**src/rtl/timer_pkg.sv**
```systemverilog
// timer_pkg: shared definitions for the timer driver slice.
//   - FSM state encoding used by timer_driver
//   - default values for PRESCALE / CLR_CYCLES / MAX_TICKS
//   - counter width and a saturating-increment helper
package timer_pkg;

    localparam int CNT_W = 16;

    localparam int              DEF_PRESCALE   = 5000;
    localparam int              DEF_CLR_CYCLES = 2;
    localparam logic [CNT_W-1:0] DEF_MAX_TICKS = 16'h0010;

    typedef enum logic [1:0] {
        ST_IDLE     = 2'd0,
        ST_CLEARING = 2'd1,
        ST_RUNNING  = 2'd2,
        ST_EXPIRED  = 2'd3
    } timer_state_t;

    // Increment that sticks at all-ones instead of wrapping to zero.
    function automatic logic [CNT_W-1:0] sat_inc(input logic [CNT_W-1:0] v);
        logic [CNT_W-1:0] r;
        if (v == 16'hFFFF) begin
            r = v;
        end else begin
            r = v + 16'd1;
        end
        return r;
    endfunction

endpackage

```
**src/rtl/timer_driver_prescaler.sv**
```systemverilog
// tick_prescaler: free-running 0..PRESCALE-1 counter with a wrap strobe.
// Ports:
//   clk, reset  - clock, asynchronous active-high reset
//   clear       - synchronous clear to zero (wins over enable)
//   enable      - count while high, hold while low
//   wrap        - high in the cycle the count sits at PRESCALE-1 while enabled
module tick_prescaler
    import timer_pkg::*;
#(
    parameter int PRESCALE = DEF_PRESCALE
) (
    input  logic clk,
    input  logic reset,
    input  logic clear,
    input  logic enable,
    output logic wrap
);

    localparam logic [CNT_W-1:0] LAST = CNT_W'(PRESCALE - 1);

    logic [CNT_W-1:0] count_r;

    assign wrap = enable && (count_r == LAST);

    // Prescale counter: clear, wrap back to zero, or advance.
    always_ff @(posedge clk or posedge reset) begin
        if (reset) begin
            count_r <= {CNT_W{1'b0}};
        end else if (clear) begin
            count_r <= {CNT_W{1'b0}};
        end else if (enable) begin
            if (count_r == LAST) begin
                count_r <= {CNT_W{1'b0}};
            end else begin
                count_r <= count_r + 16'd1;
            end
        end
    end

endmodule

```
**src/rtl/timer_driver.sv**
```systemverilog
// timer_driver: drives an external timeout counter with tick / clear pulses
// and watches its timer_reached level.
// Ports:
//   clk, reset           - clock, asynchronous active-high reset
//   start, kick, stop    - one-cycle requests (stop > start > kick)
//   timer_reached        - level from the counter, possibly asynchronous
//   tick, timer_clear    - registered pulses to the counter
//   running              - high in RUNNING
//   expired, fault       - sticky results held while in EXPIRED
//   ticks_issued         - ticks since last clear, saturating
module timer_driver
    import timer_pkg::*;
#(
    parameter int               PRESCALE   = DEF_PRESCALE,
    parameter int               CLR_CYCLES = DEF_CLR_CYCLES,
    parameter logic [CNT_W-1:0] MAX_TICKS  = DEF_MAX_TICKS
) (
    input  logic             clk,
    input  logic             reset,
    input  logic             start,
    input  logic             kick,
    input  logic             stop,
    input  logic             timer_reached,
    output logic             tick,
    output logic             timer_clear,
    output logic             running,
    output logic             expired,
    output logic             fault,
    output logic [CNT_W-1:0] ticks_issued
);

    localparam logic [3:0] CLR_LAST = 4'(CLR_CYCLES - 1);

    timer_state_t     state_r;
    logic [1:0]       sync_r;
    logic [3:0]       clr_cnt_r;
    logic [CNT_W-1:0] ticks_r;
    logic             tick_r;
    logic             timer_clear_r;
    logic             running_r;
    logic             expired_r;
    logic             fault_r;

    logic reached_s;
    logic in_run_s;
    logic fault_hit_s;
    logic go_clear_s;
    logic abort_s;
    logic presc_en_s;
    logic wrap_s;

    assign reached_s   = sync_r[1];
    assign in_run_s    = (state_r == ST_RUNNING);
    assign fault_hit_s = (ticks_r == MAX_TICKS);

    // start re-arms from any state except CLEARING; kick only restarts RUNNING.
    assign go_clear_s = (start && (state_r != ST_CLEARING)) || (kick && in_run_s);

    // Any higher-priority event in RUNNING swallows a coincident prescaler
    // wrap, so the prescaler is held cleared and never strobes that cycle.
    assign abort_s    = stop || start || kick || reached_s || fault_hit_s;
    assign presc_en_s = in_run_s && !abort_s;

    tick_prescaler #(
        .PRESCALE (PRESCALE)
    ) u_prescaler (
        .clk    (clk),
        .reset  (reset),
        .clear  (!presc_en_s),
        .enable (presc_en_s),
        .wrap   (wrap_s)
    );

    // Two-flop synchronizer for the asynchronous timer_reached level.
    always_ff @(posedge clk or posedge reset) begin
        if (reset) begin
            sync_r <= 2'b00;
        end else begin
            sync_r <= {sync_r[0], timer_reached};
        end
    end

    // Control FSM with all outputs registered alongside the state.
    always_ff @(posedge clk or posedge reset) begin
        if (reset) begin
            state_r       <= ST_IDLE;
            clr_cnt_r     <= 4'd0;
            ticks_r       <= {CNT_W{1'b0}};
            tick_r        <= 1'b0;
            timer_clear_r <= 1'b0;
            running_r     <= 1'b0;
            expired_r     <= 1'b0;
            fault_r       <= 1'b0;
        end else begin
            tick_r <= 1'b0;
            if (stop) begin
                state_r       <= ST_IDLE;
                clr_cnt_r     <= 4'd0;
                ticks_r       <= {CNT_W{1'b0}};
                timer_clear_r <= 1'b0;
                running_r     <= 1'b0;
                expired_r     <= 1'b0;
                fault_r       <= 1'b0;
            end else if (go_clear_s) begin
                state_r       <= ST_CLEARING;
                clr_cnt_r     <= 4'd0;
                ticks_r       <= {CNT_W{1'b0}};
                timer_clear_r <= 1'b1;
                running_r     <= 1'b0;
                expired_r     <= 1'b0;
                fault_r       <= 1'b0;
            end else begin
                case (state_r)
                    ST_IDLE: begin
                        timer_clear_r <= 1'b0;
                    end
                    ST_CLEARING: begin
                        if (clr_cnt_r == CLR_LAST) begin
                            state_r       <= ST_RUNNING;
                            timer_clear_r <= 1'b0;
                            running_r     <= 1'b1;
                        end else begin
                            clr_cnt_r <= clr_cnt_r + 4'd1;
                        end
                    end
                    ST_RUNNING: begin
                        if (reached_s) begin
                            state_r   <= ST_EXPIRED;
                            running_r <= 1'b0;
                            expired_r <= 1'b1;
                        end else if (fault_hit_s) begin
                            state_r   <= ST_EXPIRED;
                            running_r <= 1'b0;
                            fault_r   <= 1'b1;
                        end else if (wrap_s) begin
                            tick_r  <= 1'b1;
                            ticks_r <= sat_inc(ticks_r);
                        end
                    end
                    ST_EXPIRED: begin
                        running_r <= 1'b0;
                    end
                    default: begin
                        state_r       <= ST_IDLE;
                        timer_clear_r <= 1'b0;
                        running_r     <= 1'b0;
                        expired_r     <= 1'b0;
                        fault_r       <= 1'b0;
                    end
                endcase
            end
        end
    end

    assign tick         = tick_r;
    assign timer_clear  = timer_clear_r;
    assign running      = running_r;
    assign expired      = expired_r;
    assign fault        = fault_r;
    assign ticks_issued = ticks_r;

endmodule

```
**config.mk**
```make
export PLATFORM = sky130hd
export DESIGN_NAME = timer_driver
export DESIGN_NICKNAME = d
export VERILOG_FILES = /design/src/rtl/timer_pkg.sv /design/src/rtl/timer_driver_prescaler.sv /design/src/rtl/timer_driver.sv
export SDC_FILE = /design/constraint.sdc
export NUM_CORES = 1
export LEC_CHECK = 0
export BUFFER_PORTS_ARGS = -buffer_cell sky130_fd_sc_hd__buf_4
export CORE_MARGIN = 8
export CORE_UTILIZATION = 27
export DETAILED_ROUTE_END_ITERATION = 10
export PLACE_DENSITY = 0.44
export SKIP_LAST_GASP = 1
export SLEW_MARGIN = 20
export SYNTH_ARGS = -nofsm -noshare
export SYNTH_HDL_FRONTEND = slang
export SYNTH_SLANG_ARGS = --single-unit
```
**constraint.sdc**
```tcl
create_clock -name clk -period 5.3 [get_ports clk]
set_input_delay 1.06 -clock clk [delete_from_list [all_inputs] [get_ports clk]]
set_output_delay 1.06 -clock clk [all_outputs]
set_load 0.005 [all_outputs]
```
==> results of run 1 <==
metrics by stage:
stage / hold WS [ns] / worst slack, ns / area (sq um)
2_1_floorplan: 0.331 / 2.74 / 2290
4_1_cts: 0.359 / 2.59 / 2720
5_1_grt: 0.377 / 2.32 / 2730
3_3_place_gp: 0.335 / 2.38 / 2580
6_report: 0.356 / 2.55 / 2730
3_5_place_dp: 0.337 / 2.28 / 2580
per-layer routing:
layer  wire (um)  up-vias  part of all wire, %
met2        2190       42                   41
li1            -      905                    -
met1        2830      854                   53
met5           0        -                    0
met4          79        0                  1.5
met3         247        6                  4.6
sequential cells by signal, indices dropped and copies added, names as in the netlist:
signal,cells
ticks_issued,16
u_prescaler.count_r,16
clr_cnt_r,4
state_r,2
sync_r,2
expired,1
fault,1
running,1
tick,1
timer_clear,1
kinds of logic after synthesis:
kind of cell,after synthesis
AO/OA/AOI/OAI,39
XOR/XNOR,20
adder cells (fa/ha/maj),5
buffers and inverters,17
flip-flops,45
multiplexers,1
AND/OR/NAND/NOR,110
power by group through the flow:
stage | Sequential [W] | Clock [W] | Combinational (W)
2_1_floorplan | 0.000357 | 0 | 0.0000226
3_3_place_gp | 0.000359 | 0 | 0.0000352
3_5_place_dp | 0.000359 | 0 | 0.0000353
4_1_cts | 0.000352 | 0.000321 | 0.0000354
5_1_grt | 0.000354 | 0.000332 | 0.0000403
6_report | 0.000352 | 0.000308 | 0.0000345
final cells by class:
cell class | count | area [sq um] | area share [%]
sequential | 45 | 1130 | 41.3
timing repair buffer | 27 | 203 | 7.44
tap | 105 | 131 | 4.82
clock buffer | 5 | 68.8 | 2.53
multi-input combinational | 175 | 1090 | 40.1
clock inverter | 3 | 65.1 | 2.39
inverter | 10 | 38.8 | 1.42
placed cells by master, fill, tap and decap left out, types with 3 or more instances in the layout:
| master | count |
|---|---|
| o21ai_0 | 9 |
| nor2_1 | 36 |
| nor3_1 | 3 |
| xnor2_1 | 10 |
| xor2_1 | 10 |
| or4_1 | 4 |
| inv_1 | 9 |
| nand4_1 | 9 |
| a21oi_1 | 14 |
| buf_4 | 27 |
| nor4_1 | 5 |
| dfrtp_1 | 45 |
| clkbuf_8 | 5 |
| nand2_1 | 16 |
| and4_1 | 5 |
| or3_1 | 8 |
| ha_1 | 5 |
| nand3_1 | 10 |
worst max-delay path by stage:
stage | from | to | slack (ns)
5_1_grt | start | ticks_issued[7] | 2.32
3_3_place_gp | start | ticks_issued[7] | 2.38
2_1_floorplan | start | ticks_issued[13] | 2.74
6_report | start | ticks_issued[7] | 2.55
3_5_place_dp | start | ticks_issued[7] | 2.28
4_1_cts | start | ticks_issued[7] | 2.59
==> results.sh, run 1 <==
export IMPL_post_cts_buffers=0
export IMPL_numPortBuffers=26
export IMPL_synthAdderAreaFrac_pct=2.74
export IMPL_status="complete, no violations"
export IMPL_synthDistinctLibCells=42
export IMPL_drt_iter0_drc=63
export IMPL_synth_nets=248
export IMPL_grt_pass1_wl_mm=9.34
export IMPL_yosys_area_share_simple_pct=26.3
export IMPL_die_w_um=108
export IMPL_synth_area_sq_um=2290
export IMPL_yosys_warnings=0
export IMPL_via_per_inst=4.88
export IMPL_dr_total_vias=1807
export IMPL_synthArstFlopShare_pct=100
export IMPL_syn_inst=237
export IMPL_ant_nets=0
export IMPL_grtUsageTotal_pct=9.91
export IMPL_cp_data_required_time_ns=5.47
export IMPL_synth_xor_area_share_pct=7.66
export IMPL_post_route_min_period_ns=2.75
export IMPL_finalCritPeriodShare_pct=51.8
export IMPL_met1_usage_pct=14.7
export IMPL_final_util_pct=33.2
export IMPL_grt_pass1_vias=1744
export IMPL_critPathCaptureType="flop"
export IMPL_p_sw_share_pct=21.4
export IMPL_hpwlAfterDp_mm=3.81
export IMPL_hold_violations=0
export IMPL_fill_cells=864
export IMPL_whs_endpoint="sync_r[1]"
export IMPL_drt_wirelength_per_cell_um=14.4
export IMPL_relSlewSlack_pct=34.1
export IMPL_drc=0
export IMPL_cp_num_buf_inv=1
export IMPL_avgSynthCellArea_sq_um=9.65
export IMPL_cts_buffer_depth=2
export IMPL_yosys_area_top_type="dfrtp_1"
export IMPL_start_util_pct=27.8
export IMPL_finClkSkew_ns=0.00428
export IMPL_grt_start_max_net_pins=46
export IMPL_instances_no_fill=370
export IMPL_p_sw_w=0.000148
export IMPL_cts_clk_slew_worst_paths_ns=0.09
export IMPL_grt_busiest_layer="met1"
export IMPL_slowest_stage="nor4_1"
export IMPL_synthMuxAreaShare_pct=0.438
export IMPL_rows=33
export IMPL_synth_common_cells="45 x dfrtp_1, 36 x nor2_1, 16 x nand2_1"
export IMPL_seq_area_frac_synth_pct=49.2
export IMPL_clock_power_share_pct=44.3
export IMPL_drv_cap=0
export IMPL_setup_violations=0
export IMPL_worstReg2RegEnd="u_prescaler.count_r[2]"
export IMPL_ys_seq_elements=45
export IMPL_seqPwrFrac_pct=50.7
export IMPL_drtPass1Iterations=4
export IMPL_cts_buffers=5
export IMPL_holdPathStages=0
export IMPL_grt_use_met2_pct=13.4
export IMPL_worst_ir_drop_vdd_uv=119
export IMPL_synth_edff_count=0
export IMPL_tightest_slew_ns=0.980
export IMPL_cp_max_fo=6
export IMPL_nets=275
export IMPL_globalRouteMet3Util_pct=2.38
export IMPL_synth_top_area_share_pct=49.2
export IMPL_fmax_ghz=0.364
export IMPL_cp_num_cells=6
export IMPL_power_density_nw_per_um2=255
export IMPL_gp_congestion=0.747
export IMPL_path_cells="buf_4 -> nor3_1 -> nand2_1 -> nor4_1 -> nand3_1 -> mux2i_1"
export IMPL_combPwrFrac_pct=5.0
export IMPL_root_buffer="clkbuf_8"
export IMPL_p_int_w=0.000546
export IMPL_rsz0062_at_grt="no"
export IMPL_die_area_sq_um=11700
export IMPL_ys_flop_type="dfrtp_1"
export IMPL_cp_top_family="simple AND/OR/NAND/NOR gates"
export IMPL_drive_gt1_share_pct=15.8
export IMPL_cts_resized=0
export IMPL_antenna_found_initial=0
export IMPL_htreeDepth=2
export IMPL_area_delta_synth_final_pct=19.1
export IMPL_synth_top_family_by_area="simple AND/OR/NAND/NOR gates"
export IMPL_cp_start_kind="input pin"
export IMPL_clock_sinks=45
export IMPL_hold_buffers=0
export IMPL_total_power_w=0.000695
export IMPL_r2r_cells=5
export IMPL_num_io_pins=27
export IMPL_rrSetupSlack_ns=2.72
export IMPL_worstSetupPathType="input pin to flop"
export IMPL_p_leak_nw=1.12
export IMPL_slew_viol_final=0
export IMPL_hold_start="sync_r[0]"
export IMPL_dp_cells=362
export IMPL_max_stage_delay_ns=0.86
export IMPL_synth_compound_area_share_pct=10.4
export IMPL_die_h_um=108
export IMPL_fin_setup_tns_ns=0
export IMPL_overflow=0
export IMPL_min_path_type="flop to flop"
export IMPL_reg2reg_from="ticks_issued[6]"
export IMPL_cp_arrival_ns=2.92
export IMPL_core_area_sq_um=8220
export IMPL_tritoncts="done"
export IMPL_synth_most_common_cell="dfrtp_1"
export IMPL_diodes=0
export IMPL_drt_total_wl_mm=5.34
export IMPL_synth_area_leaders="dfrtp_1 49%, nor2_1 5.9%, xnor2_1 3.8%"
export IMPL_worst_skew_pair_late_latency_ns=0.29
Note: power is estimated with default switching activity, not from simulation.
==> inputs of run 2 (changes only) <==
--- a/config.mk
+++ b/config.mk
@@ -9,7 +9,7 @@
 export CORE_MARGIN = 8
 export CORE_UTILIZATION = 27
 export DETAILED_ROUTE_END_ITERATION = 10
-export PLACE_DENSITY = 0.44
+export PLACE_DENSITY = 0.46
 export SKIP_LAST_GASP = 1
 export SLEW_MARGIN = 20
 export SYNTH_ARGS = -nofsm -noshare
==> constraint.sdc (replaced) <==
create_clock -name clk -period 2.26 [get_ports clk]
set_input_delay 0.452 -clock clk [delete_from_list [all_inputs] [get_ports clk]]
set_output_delay 0.452 -clock clk [all_outputs]
set_load 0.005 [all_outputs]
==> results.sh, run 2 (synthesis gave the netlist of run 1 again) <==
export IMPL_status="complete, no violations"
export IMPL_hpwlAfterDp_mm=4.20
export IMPL_rows=33
export IMPL_slowest_stage="or4_1"
export IMPL_grt_use_met2_pct=14.7
export IMPL_rrSetupSlack_ns=0.04
export IMPL_final_util_pct=36.3
export IMPL_grt_busiest_layer="met2"
export IMPL_p_sw_share_pct=23.7
export IMPL_numPortBuffers=26
export IMPL_rsz0062_at_grt="yes"
export IMPL_setup_violations=0
export IMPL_met1_usage_pct=13.9
export IMPL_ant_nets=0
export IMPL_die_w_um=108
export IMPL_worst_ir_drop_vdd_uv=218
export IMPL_total_power_w=0.00148
export IMPL_fill_cells=834
export IMPL_r2r_cells=6
export IMPL_drt_total_wl_mm=5.76
export IMPL_p_leak_nw=1.28
export IMPL_finClkSkew_ns=0.00396
export IMPL_combPwrFrac_pct=6.8
export IMPL_grt_start_max_net_pins=22
export IMPL_power_density_nw_per_um2=498
export IMPL_reg2reg_from="ticks_issued[9]"
export IMPL_root_buffer="clkbuf_8"
export IMPL_tritoncts="done"
export IMPL_core_area_sq_um=8220
export IMPL_hold_violations=0
export IMPL_grt_pass1_vias=1860
export IMPL_fin_setup_tns_ns=0
export IMPL_finalCritPeriodShare_pct=98.4
export IMPL_cp_arrival_ns=2.42
export IMPL_drv_cap=0
export IMPL_p_sw_w=0.000352
export IMPL_overflow=0
export IMPL_gp_congestion=0.783
export IMPL_tightest_slew_ns=0.608
export IMPL_cts_buffers=5
export IMPL_antenna_found_initial=0
export IMPL_drt_iter0_drc=37
export IMPL_hold_buffers=0
export IMPL_dr_total_vias=1954
export IMPL_worst_skew_pair_late_latency_ns=0.30
export IMPL_relSlewSlack_pct=59.1
export IMPL_htreeDepth=2
export IMPL_num_io_pins=27
export IMPL_diodes=0
export IMPL_area_delta_synth_final_pct=30.3
export IMPL_die_area_sq_um=11700
export IMPL_cts_buffer_depth=2
export IMPL_via_per_inst=4.84
export IMPL_critPathCaptureType="flop"
export IMPL_final_common_cell="buf_4"
export IMPL_drc=0
export IMPL_drt_wirelength_per_cell_um=14.3
export IMPL_clock_power_share_pct=37.9
export IMPL_cp_num_buf_inv=1
export IMPL_path_cells="or4_1 -> nor4_2 -> or2_2 -> or2b_1 -> buf_12 -> nor2_1"
export IMPL_worstReg2RegEnd="u_prescaler.count_r[5]"
export IMPL_final_cell_mix="59 x buf_4, 45 x dfrtp_1, 36 x nor2_1, 16 x nand2_1, 13 x a21oi_1"
export IMPL_cp_max_fo=16
export IMPL_fmax_ghz=0.449
export IMPL_globalRouteMet3Util_pct=2.26
export IMPL_die_h_um=108
export IMPL_cts_clk_slew_worst_paths_ns=0.09
export IMPL_slew_viol_final=0
export IMPL_start_util_pct=27.8
export IMPL_p_int_w=0.00113
export IMPL_cp_start_kind="flop"
export IMPL_seqPwrFrac_pct=55.3
export IMPL_worstSetupPathType="flop to flop"
export IMPL_post_route_min_period_ns=2.22
export IMPL_cp_top_family="simple AND/OR/NAND/NOR gates"
export IMPL_clock_sinks=45
export IMPL_cp_data_required_time_ns=2.46
export IMPL_grtUsageTotal_pct=10.1
export IMPL_drive_gt1_share_pct=26.4
export IMPL_min_path_type="input pin to async pin"
export IMPL_grt_pass1_wl_mm=9.40
export IMPL_nets=309
export IMPL_drtPass1Iterations=4
export IMPL_max_stage_delay_ns=0.55
==> run 2: how the worst max path moves through the flow <==
stage                                       from                       to  slack (ns)  cells after the start
final                            ticks_issued[9]   u_prescaler.count_r[5]        0.04                      6
after global routing             ticks_issued[9]  u_prescaler.count_r[15]       -0.09                      6
after CTS                 u_prescaler.count_r[0]         ticks_issued[15]        0.07                      7
after detailed placement                   start          ticks_issued[9]       -0.06                      7
after global placement                     start         ticks_issued[15]       -0.09                      8
after floorplan           u_prescaler.count_r[0]         ticks_issued[13]         0.1                      7
==> run 2: metal layers <==
layer / vias up / part of all wire, %
met5: - / 0
met4: 0 / 1.7
met3: 7 / 4.2
met2: 38 / 43
met1: 936 / 52
li1: 973 / -
==> run 2: stage by stage <==
step	hold slack [ns]	setup WS (ns)	cells	cell area, sq um
global placement	0.333	-0.0861	394	2840
finish	0.152	0.0353	404	2980
CTS	0.164	0.0669	402	2940
global route	0.177	-0.0895	404	2980
detailed placement	0.336	-0.0649	394	2840
floorplan	0.331	0.0960	237	2290
==> run 2: cell type report <==
cell class / count / area (sq um) / area share [%]
tap: 105 / 131 / 4.41
sequential: 45 / 1130 / 37.8
clock buffer: 7 / 96.3 / 3.23
clock inverter: 1 / 5.00 / 0.168
inverter: 10 / 37.5 / 1.26
timing repair buffer: 60 / 463 / 15.5
multi-input combinational: 176 / 1120 / 37.6
==> run 2: timing repair <==
item | in CTS | in global routing
setup endpoints to repair | 4 | 8
gates cloned | 0 | 1
pin swaps | 0 | 2
resized for setup | 1 | 6
buffers inserted | 0 | 1
==> run 2: power groups by stage <==
| stage | Clock (W) | Combinational, W | Sequential [W] |
|---|---|---|---|
| after floorplan | 0 | 0.0000529 | 0.000837 |
| after global placement | 0 | 0.000102 | 0.000837 |
| after detailed placement | 0 | 0.000103 | 0.000837 |
| after CTS | 0.000580 | 0.000103 | 0.000822 |
| after global routing | 0.000615 | 0.000115 | 0.000824 |
| final | 0.000562 | 0.000100 | 0.000821 |
